==> src/rtl/sync_fifo_p_if.sv <==
// Handshake and data bundle for sync_fifo_p: requester drives push/pop/data_in,
// the FIFO returns data_out qualified by data_valid.
interface sync_fifo_p_if #(
  parameter int WIDTH = 32
) ();
  logic             push;
  logic [WIDTH-1:0] data_in;
  logic             pop;
  logic [WIDTH-1:0] data_out;
  logic             data_valid;

  modport master (
    output push, data_in, pop,
    input  data_out, data_valid
  );

  modport slave (
    input  push, data_in, pop,
    output data_out, data_valid
  );
endinterface

==> src/rtl/sync_fifo_p.sv <==
// Single-clock FIFO with explicit count register, status flags, sticky error and
// show-ahead/registered read. Define SYNC_FIFO_P_PEAK_EN to add the peak_count watermark.
module sync_fifo_p #(
  parameter int WIDTH           = 32,
  parameter int DEPTH_LOG2      = 4,
  parameter int ALMOST_FULL_TH  = 12,
  parameter int ALMOST_EMPTY_TH = 4,
  parameter int READ_MODE       = 0
) (
  input  logic                clk,
  input  logic                reset_n,
  sync_fifo_p_if.slave        bus,
  input  logic                err_clr,
  output logic [DEPTH_LOG2:0] count,
  output logic                empty,
  output logic                almost_empty,
  output logic                almost_full,
  output logic                full,
  output logic                overflow,
  output logic                underflow,
  output logic                error
`ifdef SYNC_FIFO_P_PEAK_EN
  ,
  input  logic                peak_clr,
  output logic [DEPTH_LOG2:0] peak_count
`endif
);

  localparam int DEPTH = 1 << DEPTH_LOG2;
  localparam int CNT_W = DEPTH_LOG2 + 1;
  localparam logic [CNT_W-1:0]      CNT_FULL = CNT_W'(DEPTH);
  localparam logic [CNT_W-1:0]      CNT_AF   = CNT_W'(ALMOST_FULL_TH);
  localparam logic [CNT_W-1:0]      CNT_AE   = CNT_W'(ALMOST_EMPTY_TH);
  localparam logic [CNT_W-1:0]      CNT_ONE  = CNT_W'(1);
  localparam logic [DEPTH_LOG2-1:0] PTR_ONE  = DEPTH_LOG2'(1);

  logic [WIDTH-1:0]      mem_q [DEPTH];
  logic [DEPTH_LOG2-1:0] wr_ptr_q, wr_ptr_d;
  logic [DEPTH_LOG2-1:0] rd_ptr_q, rd_ptr_d;
  logic [CNT_W-1:0]      count_q, count_d;
  logic                  ovf_q, ovf_d;
  logic                  udf_q, udf_d;
  logic                  err_q, err_d;
  logic                  push_v, pop_v;
  logic                  push_acc, pop_acc;

  assign empty        = (count_q == '0);
  assign full         = (count_q == CNT_FULL);
  assign almost_full  = (count_q >= CNT_AF);
  assign almost_empty = (count_q <= CNT_AE);
  assign count        = count_q;
  assign overflow     = ovf_q;
  assign underflow    = udf_q;
  assign error        = err_q;

  always_comb begin
    // if-form so an unknown request resolves to "not requested"
    push_v = 1'b0;
    pop_v  = 1'b0;
    if (bus.push) push_v = 1'b1;
    if (bus.pop)  pop_v  = 1'b1;

    pop_acc  = pop_v && !empty;
    push_acc = push_v && (!full || pop_acc);

    wr_ptr_d = wr_ptr_q;
    rd_ptr_d = rd_ptr_q;
    count_d  = count_q;
    if (push_acc) wr_ptr_d = wr_ptr_q + PTR_ONE;
    if (pop_acc)  rd_ptr_d = rd_ptr_q + PTR_ONE;
    case ({push_acc, pop_acc})
      2'b10:   count_d = count_q + CNT_ONE;
      2'b01:   count_d = count_q - CNT_ONE;
      default: count_d = count_q;
    endcase

    ovf_d = push_v && !push_acc;
    udf_d = pop_v && !pop_acc;
    // error rises together with the pulse; a coincident clear loses
    err_d = ovf_d || udf_d || (err_q && !err_clr);
  end

  always_ff @(posedge clk or negedge reset_n) begin
    if (!reset_n) begin
      wr_ptr_q <= '0;
      rd_ptr_q <= '0;
      count_q  <= '0;
      ovf_q    <= 1'b0;
      udf_q    <= 1'b0;
      err_q    <= 1'b0;
    end else begin
      wr_ptr_q <= wr_ptr_d;
      rd_ptr_q <= rd_ptr_d;
      count_q  <= count_d;
      ovf_q    <= ovf_d;
      udf_q    <= udf_d;
      err_q    <= err_d;
    end
  end

  always_ff @(posedge clk) begin
    if (push_acc) mem_q[wr_ptr_q] <= bus.data_in;
  end

  if (READ_MODE == 0) begin : g_show_ahead
    assign bus.data_out   = mem_q[rd_ptr_q];
    assign bus.data_valid = !empty;
  end else begin : g_registered
    logic [WIDTH-1:0] dout_q, dout_d;
    logic             dvld_q, dvld_d;

    always_comb begin
      dout_d = dout_q;
      if (pop_acc) dout_d = mem_q[rd_ptr_q];
      dvld_d = pop_acc;
    end

    always_ff @(posedge clk or negedge reset_n) begin
      if (!reset_n) begin
        dout_q <= '0;
        dvld_q <= 1'b0;
      end else begin
        dout_q <= dout_d;
        dvld_q <= dvld_d;
      end
    end

    assign bus.data_out   = dout_q;
    assign bus.data_valid = dvld_q;
  end

`ifdef SYNC_FIFO_P_PEAK_EN
  logic [CNT_W-1:0] peak_q, peak_d;

  always_comb begin
    peak_d = peak_q;
    if (peak_clr)               peak_d = count_q;
    else if (count_q > peak_q)  peak_d = count_q;
  end

  always_ff @(posedge clk or negedge reset_n) begin
    if (!reset_n) peak_q <= '0;
    else          peak_q <= peak_d;
  end

  assign peak_count = peak_q;
`endif

endmodule

==> src/flat_wrapper.sv <==
// flat-port wrapper written by rule: the top's interface ports become plain ports
module sync_fifo_p_flat 
#(
  parameter int WIDTH           = 32,
  parameter int DEPTH_LOG2      = 4,
  parameter int ALMOST_FULL_TH  = 12,
  parameter int ALMOST_EMPTY_TH = 4,
  parameter int READ_MODE       = 0
)
  (clk, reset_n, err_clr, count, empty, almost_empty, almost_full, full, overflow, underflow, error, bus_push, bus_data_in, bus_pop, bus_data_out, bus_data_valid);
  sync_fifo_p_if #(.WIDTH(WIDTH)) bus_i ();
  input  logic clk;
  input  logic reset_n;
  input  logic err_clr;
  output logic [DEPTH_LOG2:0] count;
  output logic empty;
  output logic almost_empty;
  output logic almost_full;
  output logic full;
  output logic overflow;
  output logic underflow;
  output logic error;
  input wire logic [$bits(bus_i.push)-1:0] bus_push;
  input wire logic [$bits(bus_i.data_in)-1:0] bus_data_in;
  input wire logic [$bits(bus_i.pop)-1:0] bus_pop;
  output wire logic [$bits(bus_i.data_out)-1:0] bus_data_out;
  output wire logic [$bits(bus_i.data_valid)-1:0] bus_data_valid;
  assign bus_i.push = bus_push;
  assign bus_i.data_in = bus_data_in;
  assign bus_i.pop = bus_pop;
  assign bus_data_out = bus_i.data_out;
  assign bus_data_valid = bus_i.data_valid;
  sync_fifo_p #(.WIDTH(WIDTH), .DEPTH_LOG2(DEPTH_LOG2), .ALMOST_FULL_TH(ALMOST_FULL_TH), .ALMOST_EMPTY_TH(ALMOST_EMPTY_TH), .READ_MODE(READ_MODE)) u_core (.clk(clk), .reset_n(reset_n), .bus(bus_i), .err_clr(err_clr), .count(count), .empty(empty), .almost_empty(almost_empty), .almost_full(almost_full), .full(full), .overflow(overflow), .underflow(underflow), .error(error));
endmodule
==> config.mk <==
export PLATFORM = sky130hd
export DESIGN_NAME = sync_fifo_p_flat
export DESIGN_NICKNAME = d
export VERILOG_FILES = /design/src/rtl/sync_fifo_p_if.sv /design/src/rtl/sync_fifo_p.sv /design/src/flat_wrapper.sv
export SDC_FILE = /design/constraint.sdc
export NUM_CORES = 1
export LEC_CHECK = 0
export CAP_MARGIN = 30
export CELL_PAD_IN_SITES_DETAIL_PLACEMENT = 0
export CELL_PAD_IN_SITES_GLOBAL_PLACEMENT = 1
export CORE_MARGIN = 8
export CORE_UTILIZATION = 57
export CTS_CLUSTER_DIAMETER = 100
export DETAILED_ROUTE_END_ITERATION = 10
export PLACE_DENSITY = 0.85
export SLEW_MARGIN = 20
export SYNTH_ARGS = -nofsm -noshare
export SYNTH_HDL_FRONTEND = slang
export SYNTH_SLANG_ARGS = --single-unit
==> constraint.sdc <==
create_clock -name clk -period 6.59 [get_ports clk]
set_input_delay 0.659 -clock clk [delete_from_list [all_inputs] [get_ports clk]]
set_output_delay 0.659 -clock clk [all_outputs]
set_load 0.05 [all_outputs]
-- Word-level counts from Yosys, hierarchy flattened
Memories as Yosys holds them, arrays and structs flattened.
Index checks and enable logic that the tools add are counted.
- register bits after elaboration: 16
- latch bits: 0
- bits in writable memories: 512
- bits in read-only memories: 0
- bits of input ports: 37
- output and inout port bits: 45
- logic and storage cells: 36
- memories: 1
- memory list (memory ; depth ; width ; read ports ; clocked after memory_dff ; wr ports ; RTL line ; source):
    u_core.mem_q ; 16 ; 32 ; 1 ; 0 ; 1 ; sync_fifo_p.sv:37 ; logic [WIDTH-1:0] mem_q [DEPTH];
- add/sub/neg operators: 4
- $mul: 0
- div/mod/pow operators: 0
- order comparisons: 2
- eq/ne operators: 3
- shifts and indexed selects: 0
- muxes and demuxes: 5
- bitwise logic cells: 0
- reduce and logical (&&, ||, !) cells: 15
- operators by type and width (kind ; number):
    $pmux W5 S2 ; 1
    $add A4 B1 Y4 const B ; 2
    $add A5 B1 Y5 const B ; 1
    $eq A5 B5 Y1 const B ; 1
    $ge A5 B4 Y1 const B ; 1
    $le A5 B3 Y1 const B ; 1
    $logic_and A1 B1 Y1 ; 5
    $logic_not A1 Y1 ; 5
    $logic_not A5 Y1 ; 1
    $sub A5 B1 Y5 const B ; 1
    $mux W1 ; 4
    $logic_or A1 B1 Y1 ; 3
    $eq A2 B1 Y1 const B ; 1
    $eq A2 B2 Y1 const B ; 1
    $reduce_bool A2 Y1 ; 1

-- Logic depth before layout (Yosys ltp)
Gate-level depths: netlist of the first run.
- word-level depth: 9
- gate-level depth with buffers: 13
- mapped depth without buffers: 12

-- Least setup slack after synthesis of the first run
OpenSTA, ideal clock, no wires.
- path kind: reg2reg
- start: register u_core.count_q[0] (netlist: u_core.count[0])
- end: memory u_core.mem_q[0][0], enable pin
- library setup time: 0.461 ns
- data arrival time: 3.529 ns
- required time: 6.129 ns
- path slack: 2.600 ns
- cell stages (with the launch flop): 7
- path buffers: 1
- period minus slack after synthesis: 3.990 ns
- cells stage by stage: dfrtp_1 nor4_2 nand2_1 o21a_1 buf_2 nand2_1 nor3_1
- longest elaborated chain between the ends: 7
- elaborated cells between the ends (all ways): 9
- classes of those cells: eq/ne (1); mux (2); reduce/logical (6)
- RTL lines (element ; RTL line ; source):
    from (decl) ; sync_fifo_p.sv:40 ; logic [CNT_W-1:0] count_q, count_d;
    from (signal assigned) ; sync_fifo_p.sv:94 ; count_q <= count_d;
    $logic_not A5 Y1 ; sync_fifo_p.sv:47 ; assign empty = (count_q == '0);
    $logic_not A1 Y1 ; sync_fifo_p.sv:63 ; pop_acc = pop_v && !empty;
    $logic_and A1 B1 Y1 ; sync_fifo_p.sv:63 ;
    $logic_or A1 B1 Y1 (*) ; sync_fifo_p.sv:64 ; push_acc = push_v && (!full || pop_acc);
    $logic_and A1 B1 Y1 (*) ; sync_fifo_p.sv:64 ;
    $mux W1 (*) ; sync_fifo_p.sv:102 ; if (push_acc) mem_q[wr_ptr_q] <= bus.data_in;
    $mux W1 (implied by the code) (*) ; sync_fifo_p.sv:102 ;
    to (decl) ; sync_fifo_p.sv:37 ;
Mark *: on every way between the ends. The rest lies on a longest branch, timed or not.

-- Worst setup path after layout of the first run
- start: register u_core.rd_ptr_q[2]
- end: output port bus_data_out[24]
- longest elaborated chain between the ends: 1
- RTL lines (element ; RTL line ; source):
    from (decl) ; sync_fifo_p.sv:39 ; logic [DEPTH_LOG2-1:0] rd_ptr_q, rd_ptr_d;
    from (signal assigned) ; sync_fifo_p.sv:93 ; rd_ptr_q <= rd_ptr_d;
    $mem_v2 Z16 W32 ; n/a ;
    to (decl) ; flat_wrapper.sv:26 ; output wire logic [$bits(bus_i.data_out)-1:0] bus_data_out;
No other way between the ends.

==> results.yml, run 1 <==
synthesis:
  avgSynthCellArea_sq_um: 20.07
  synthCells: 1023
  ys_ff_latch: 528
  synth.cell_area_sq_mm: 0.02053
  synth_warnings: 0
  ys_seq_area_share_pct: 76.85
  syn_nets: 1070
  ys_types: 35
cts:
  cts_buffer_depth: 3
  cts.sinks: 528
  cts_hold_buf: 0
  cts.htree.levels: 2
  cts_tree: "done"
  root_buffer: "clkbuf_16"
  path_clk_slew_ns: 0.06
  postCtsResizedCells: 0
  cts_buffers: 50
  clk_latency_ns: 0.57
  post-cts-setup-buffer-count: 0
worst_setup_path:
  rrSetupSlack_ns: 3.58
  crit_fanout: 36
  rr_endpoint: "u_core.count[4]"
  r2r-start: "u_core.count[0]"
  worst-setup-path-type: "register to output port"
  crit_arrival_ns: 4.22
  crit_chain: "and2_2 > buf_4 > a221oi_1 > o21ai_0 > nand2_1 > clkdlybuf4s50_1"
  cpPeakStageDelay_ns: 0.89
  critPathRequiredTime_ns: 5.93
  cp-start-kind: "register"
  cp-end-kind: "output port"
  slowest_stage: "dfrtp_1"
  worst_r2r_path_depth: 11
layout:
  fillers: 2243
  nNetsFinal: 1175
  layout-drive-gt1-share_pct: 16.00
  area_growth_pct: 14.67
placement:
  port-buffer-count: 81
  dp_hpwl_um: 22880
  gp_congestion: 0.7523
global_route:
  grt_max_degree: 56
  grt_usage_pct: 21.07
  antenna_found_initial: 1
  grt_pass1_vias: 10758
  grt_pass1_wl_um: 66740
  gr-total-overflow: 0
pwr:
  cellLeakagePower_nw: 7.892
  finalPower_mw: 11.14
  power_density_mw_per_mm2: 473.4
  peakVddDrop_v: 0.0004481
worst_hold_path:
  holdCritStartpoint: "u_core.error"
  hold_class: "register to register"
  hold_depth: 1
  hold_path_end: "u_core.error"
timing:
  period_share_pct: 74.10
  worst_pin_slew_ns: 0.8731
  post-route-min-period_ns: 4.883
  maxSlewHeadroom_pct: 41.73
  final_max_slew_viol_count: 0
  max_freq_mhz: 204.8
  fin_tns_setup_ns: 0
  clock_skew_ns: 0.02379
  rsz0062_at_grt: "no"
  finalSetupViolCount: 0
  hold_violations: 0
drt:
  num_vias: 10365
  wl_per_cell_um: 27.17
  drt_iter0_drc: 942
  drt_wl_total_um: 44310
  drt_first_pass_iters: 5
  drc: 0
  viasPerCell: 6.355
  drtAntennaViolNets: 0
floorplanning:
  die_area_sq_mm: 0.04234
  start_util_pct: 57.85
  die_w_um: 205.8
  io_pins: 82
  coreArea_sq_mm: 0.03548
  placementRows: 69
  die_y_um: 205.8
outcome:
  outcome: "completed"
job:
  maxCapViolCount: 0
-- report_power, final --
part           switching (mW)  internal [mW]  total, mW
logic                    2.55           1.46       4.01
clock network            1.19           1.64       2.83
registers               0.248           4.06       4.30
total                    3.98           7.16       11.1
-- area by class of cell --
cell class / count / area (sq um) / area share (%)
Sequential cell: 528 / 15780 / 67.05
Tap cell: 461 / 576.8 / 2.450
Timing Repair Buffer: 111 / 1061 / 4.508
Antenna cell: 1 / 2.502 / 0.01063
Inverter: 11 / 41.29 / 0.1754
Multi-Input combinational cell: 426 / 4447 / 18.89
Clock inverter: 30 / 277.8 / 1.180
Clock buffer: 63 / 1350 / 5.735
-- cells in the mapped netlist --
cell        n  area, sq um
inv_1      11        41.29
o21ai_0    36        180.2
and2_1      2        12.51
nand2_2     1        6.260
or3b_1      1        8.760
nor3b_1     1        7.510
nand2b_1    2        12.51
mux4_1      2        52.55
clkbuf_1   20        75.07
a221oi_1   64        560.5
ha_1        9        112.6
nand2_1    41        153.9
dfrtp_1    16        400.4
buf_1       1        3.750
mux2i_1   129         1291
mux4_2     62         1396
fa_1        1        20.02
nor3_1      5        25.02
xor2_1      3        26.28
a21o_1      2        15.01
a22oi_1    32        240.2
edfxtp_1  512        15370
buf_6      19        214.0
a21oi_1     2        10.01
nor2_1     12        45.04
nor2b_1     3        18.77
xnor2_1     7        61.31
o21a_1      2        15.01
nand3_1     2        10.01
buf_2      18        90.09
mux2_2      1        11.26
a211o_1     1        8.760
and2b_1     1        7.510
nand4_1     1        6.260
nor4_2      1        12.51
-- flip-flops by register name, indices dropped and copies added, names as in the netlist --
signal and flops:
u_core.error 1, u_core.count 5, u_core.mem_q 512, u_core.rd_ptr_q 4
u_core.underflow 1, u_core.overflow 1, u_core.wr_ptr_q 4
-- kinds of logic after synthesis --
family,count (synthesis),synth area share [%]
AO/OA/AOI/OAI,139,5.016
XOR/XNOR,10,0.4267
adder cells (fa/ha/maj),10,0.6461
buffers and inverters,69,2.066
flip-flops,528,76.85
multiplexers,194,13.40
AND/OR/NAND/NOR,73,1.591
-- critical path: cells and delay by family (launching register included) --
family,cells,cell delay (ns)
flip-flops,1,0.89
AND/OR/NAND/NOR,2,1.03
AO/OA/AOI/OAI,2,0.47
buffers and inverters,2,1.26
-- metal layers --
metal | track usage, % | vias up | wire [um]
li1 | - | 4445 | -
met1 | 28.43 | 5401 | 18090
met2 | 35.60 | 436 | 22160
met3 | 3.306 | 83 | 3026
met4 | 5.703 | 0 | 1030
met5 | 0 | - | 0
-- cells in the final DEF (no fill, tap or decap), types with 11 or more instances in the layout --
cell type and count:
a22oi_1 32, dfrtp_1 14, buf_4 28, nand2_1 41, o21ai_0 36, edfxtp_1 512, mux2i_1 129, clkbuf_16 50
clkinv_1 13, a221oi_1 64, inv_1 11, mux4_2 62, nor2_4 12, clkdlybuf4s50_1 81
-- worst max-delay path by stage --
stage	from	endpoint	slack, ns
global route	u_core.rd_ptr_q[2]	bus_data_out[24]	1.58
global placement	u_core.rd_ptr_q[2]	bus_data_out[31]	2.44
floorplan	u_core.count[0]	u_core.mem_q[0][0]	2.60
detailed placement	u_core.rd_ptr_q[2]	bus_data_out[24]	2.23
finish	u_core.rd_ptr_q[2]	bus_data_out[24]	1.71
CTS	u_core.rd_ptr_q[2]	bus_data_out[24]	1.67
-- per-stage QoR --
stage	hold WS, ns	instances	utilization (%)	area, sq um	setup WS, ns
floorplan	0.3634	1023	-	20530	2.600
finish	0.5054	1631	66.34	23540	1.707
global route	0.5238	1631	66.34	23540	1.580
detailed placement	0.4786	1537	61.74	21910	2.230
CTS	0.5013	1630	66.33	23540	1.674
global placement	0.4794	1537	61.74	21910	2.442
No activity file was read; power rests on OpenSTA's default activity.
==> inputs of run 2 (changes only) <==
CORE_UTILIZATION = 48   (was 57)
PLACE_DENSITY = 0.76   (was 0.85)
clock period = 4.05 ns   (was 6.59 ns; I/O delays follow)
==> run 2 against run 1 <==
Clock power rose by 61%. Via count fell by 3.1%. Routed wire length fell by 3.2%. Highest routed layer unchanged. Die area rose by 17%. Final cell count rose by 5.3%.
==> results.yml, run 2 (synthesized netlist as in run 1, its figures left out) <==
outcome:
  outcome: "completed"
drt:
  wl_met2_um: 21400
  wl_per_cell_um: 24.97
  met3_length_um: 1933
  num_vias: 10039
  top_layer: "met4"
  wl_met1_um: 18790
  drt_wl_total_um: 42900
  drc: 0
  viasPerCell: 5.843
  drtAntennaViolNets: 0
  drt_first_pass_iters: 5
  drt_iter0_drc: 750
global_route:
  antenna_found_initial: 0
  grt_pass1_wl_um: 64470
  grt_pass1_vias: 10309
  grt_max_degree: 53
  grt_usage_pct: 17.07
  gr-total-overflow: 0
cts:
  cts_tree: "done"
  cts_buffer_depth: 3
  post-cts-setup-buffer-count: 0
  cts.htree.levels: 2
  cts_buffers: 53
  clk_latency_ns: 0.59
  path_clk_slew_ns: 0.06
  cts_hold_buf: 0
  postCtsResizedCells: 0
  cts.sinks: 528
  root_buffer: "clkbuf_16"
pwr:
  power_density_mw_per_mm2: 790.3
  finalPower_mw: 19.08
  cellLeakagePower_nw: 8.142
  peakVddDrop_v: 0.0007788
layout:
  multiInputGateArea_sq_mm: 0.004447
  largest-register: "u_core.mem_q"
  n_antenna_cell: 0
  seqCellArea_sq_mm: 0.01578
  utilization_pct: 57.42
  layout_commonest_cell: "edfxtp_1"
  area_growth_pct: 17.60
  nNetsFinal: 1185
  layout-drive-gt1-share_pct: 19.34
  mostFrequentLayoutCells: "512 x edfxtp_1, 129 x mux2i_1, 64 x a221oi_1, 62 x mux4_2, 53 x clkbuf_16"
  fillers: 3126
  largest_register_ffs: 512
timing:
  hold_violations: 0
  clock_skew_ns: 0.01745
  post-route-min-period_ns: 3.467
  maxSlewHeadroom_pct: 43.84
  final_max_slew_viol_count: 0
  finalSetupViolCount: 0
  worst_pin_slew_ns: 0.8398
  period_share_pct: 85.61
  max_freq_mhz: 288.4
  fin_tns_setup_ns: 0
  rsz0062_at_grt: "no"
floorplanning:
  placementRows: 75
  die_w_um: 222.8
  start_util_pct: 48.83
  coreArea_sq_mm: 0.04204
  die_y_um: 222.8
  die_area_sq_mm: 0.04964
  io_pins: 82
worst_setup_path:
  crit_fanout: 52
  crit_arrival_ns: 3.06
  cp-end-kind: "output port"
  rrSetupSlack_ns: 1.12
  critPathRequiredTime_ns: 3.64
  worst-setup-path-type: "register to output port"
  cp-start-kind: "register"
placement:
  port-buffer-count: 81
  dp_hpwl_um: 24090
  gp_congestion: 0.7472
worst_hold_path:
  hold_class: "primary input to asynchronous set/reset pin"
job:
  maxCapViolCount: 0
run 2: cell types whose count changed in the layout (fill, tap and decap cells not counted), sizes merged:
cell,delta
clkbuf,+6
diode,-1
clkdlybuf4s50,-32
bufinv,-3
buf,+39
run 2: metrics by stage:
| step | cells | worst slack [ns] | hold slack (ns) | instance area (sq um) |
|---|---|---|---|---|
| 6_report | 1718 | 0.5829 | 0.2952 | 24140 |
| 3_3_place_gp | 1622 | 1.002 | 0.4760 | 22530 |
| 2_1_floorplan | 1023 | 0.06031 | 0.1094 | 20530 |
| 5_1_grt | 1718 | 0.4235 | 0.3378 | 24140 |
| 3_5_place_dp | 1622 | 1.023 | 0.4849 | 22530 |
| 4_1_cts | 1718 | 0.5317 | 0.2983 | 24140 |
run 2: final cells by class:
cell class / instances / area share (%)
multi-input combinational: 426 / 18.42
inverter: 11 / 0.1710
sequential: 528 / 65.38
clock inverter: 27 / 0.8500
tap: 539 / 2.794
timing repair buffer: 118 / 6.562
clock buffer: 69 / 5.826
run 2: worst max-delay path, cell delays in order (launching register included):
cell	delay (ns)
dfrtp_4	0.80
and2_2	0.53
buf_12	0.34
a221oi_1	0.19
o21ai_0	0.22
nand2_1	0.17
buf_12	0.19
run 2: where the power goes:
part / internal [mW] / switching (mW)
combinational: 3.20 / 4.36
clock: 2.57 / 1.97
sequential: 6.60 / 0.367
total: 12.4 / 6.70
run 2: final timing paths:
kind                                      endpoint  cells after the start                from
worst max-delay path              bus_data_out[31]                      6  u_core.rd_ptr_q[1]
worst min register to register        u_core.error                      1        u_core.error
max in group asynchronous       u_core.rd_ptr_q[0]                      1             reset_n
worst min-delay path               u_core.count[1]                      1             reset_n
min in group clk                      u_core.error                      3             err_clr
worst max register to register     u_core.count[4]                     12     u_core.count[0]
run 2: metal layers:
| metal | GRT usage (%) | vias up |
|---|---|---|
| li1 | - | 4462 |
| met1 | 23.10 | 5273 |
| met2 | 28.55 | 245 |
| met3 | 2.503 | 59 |
| met4 | 5.098 | 0 |
| met5 | 0 | - |
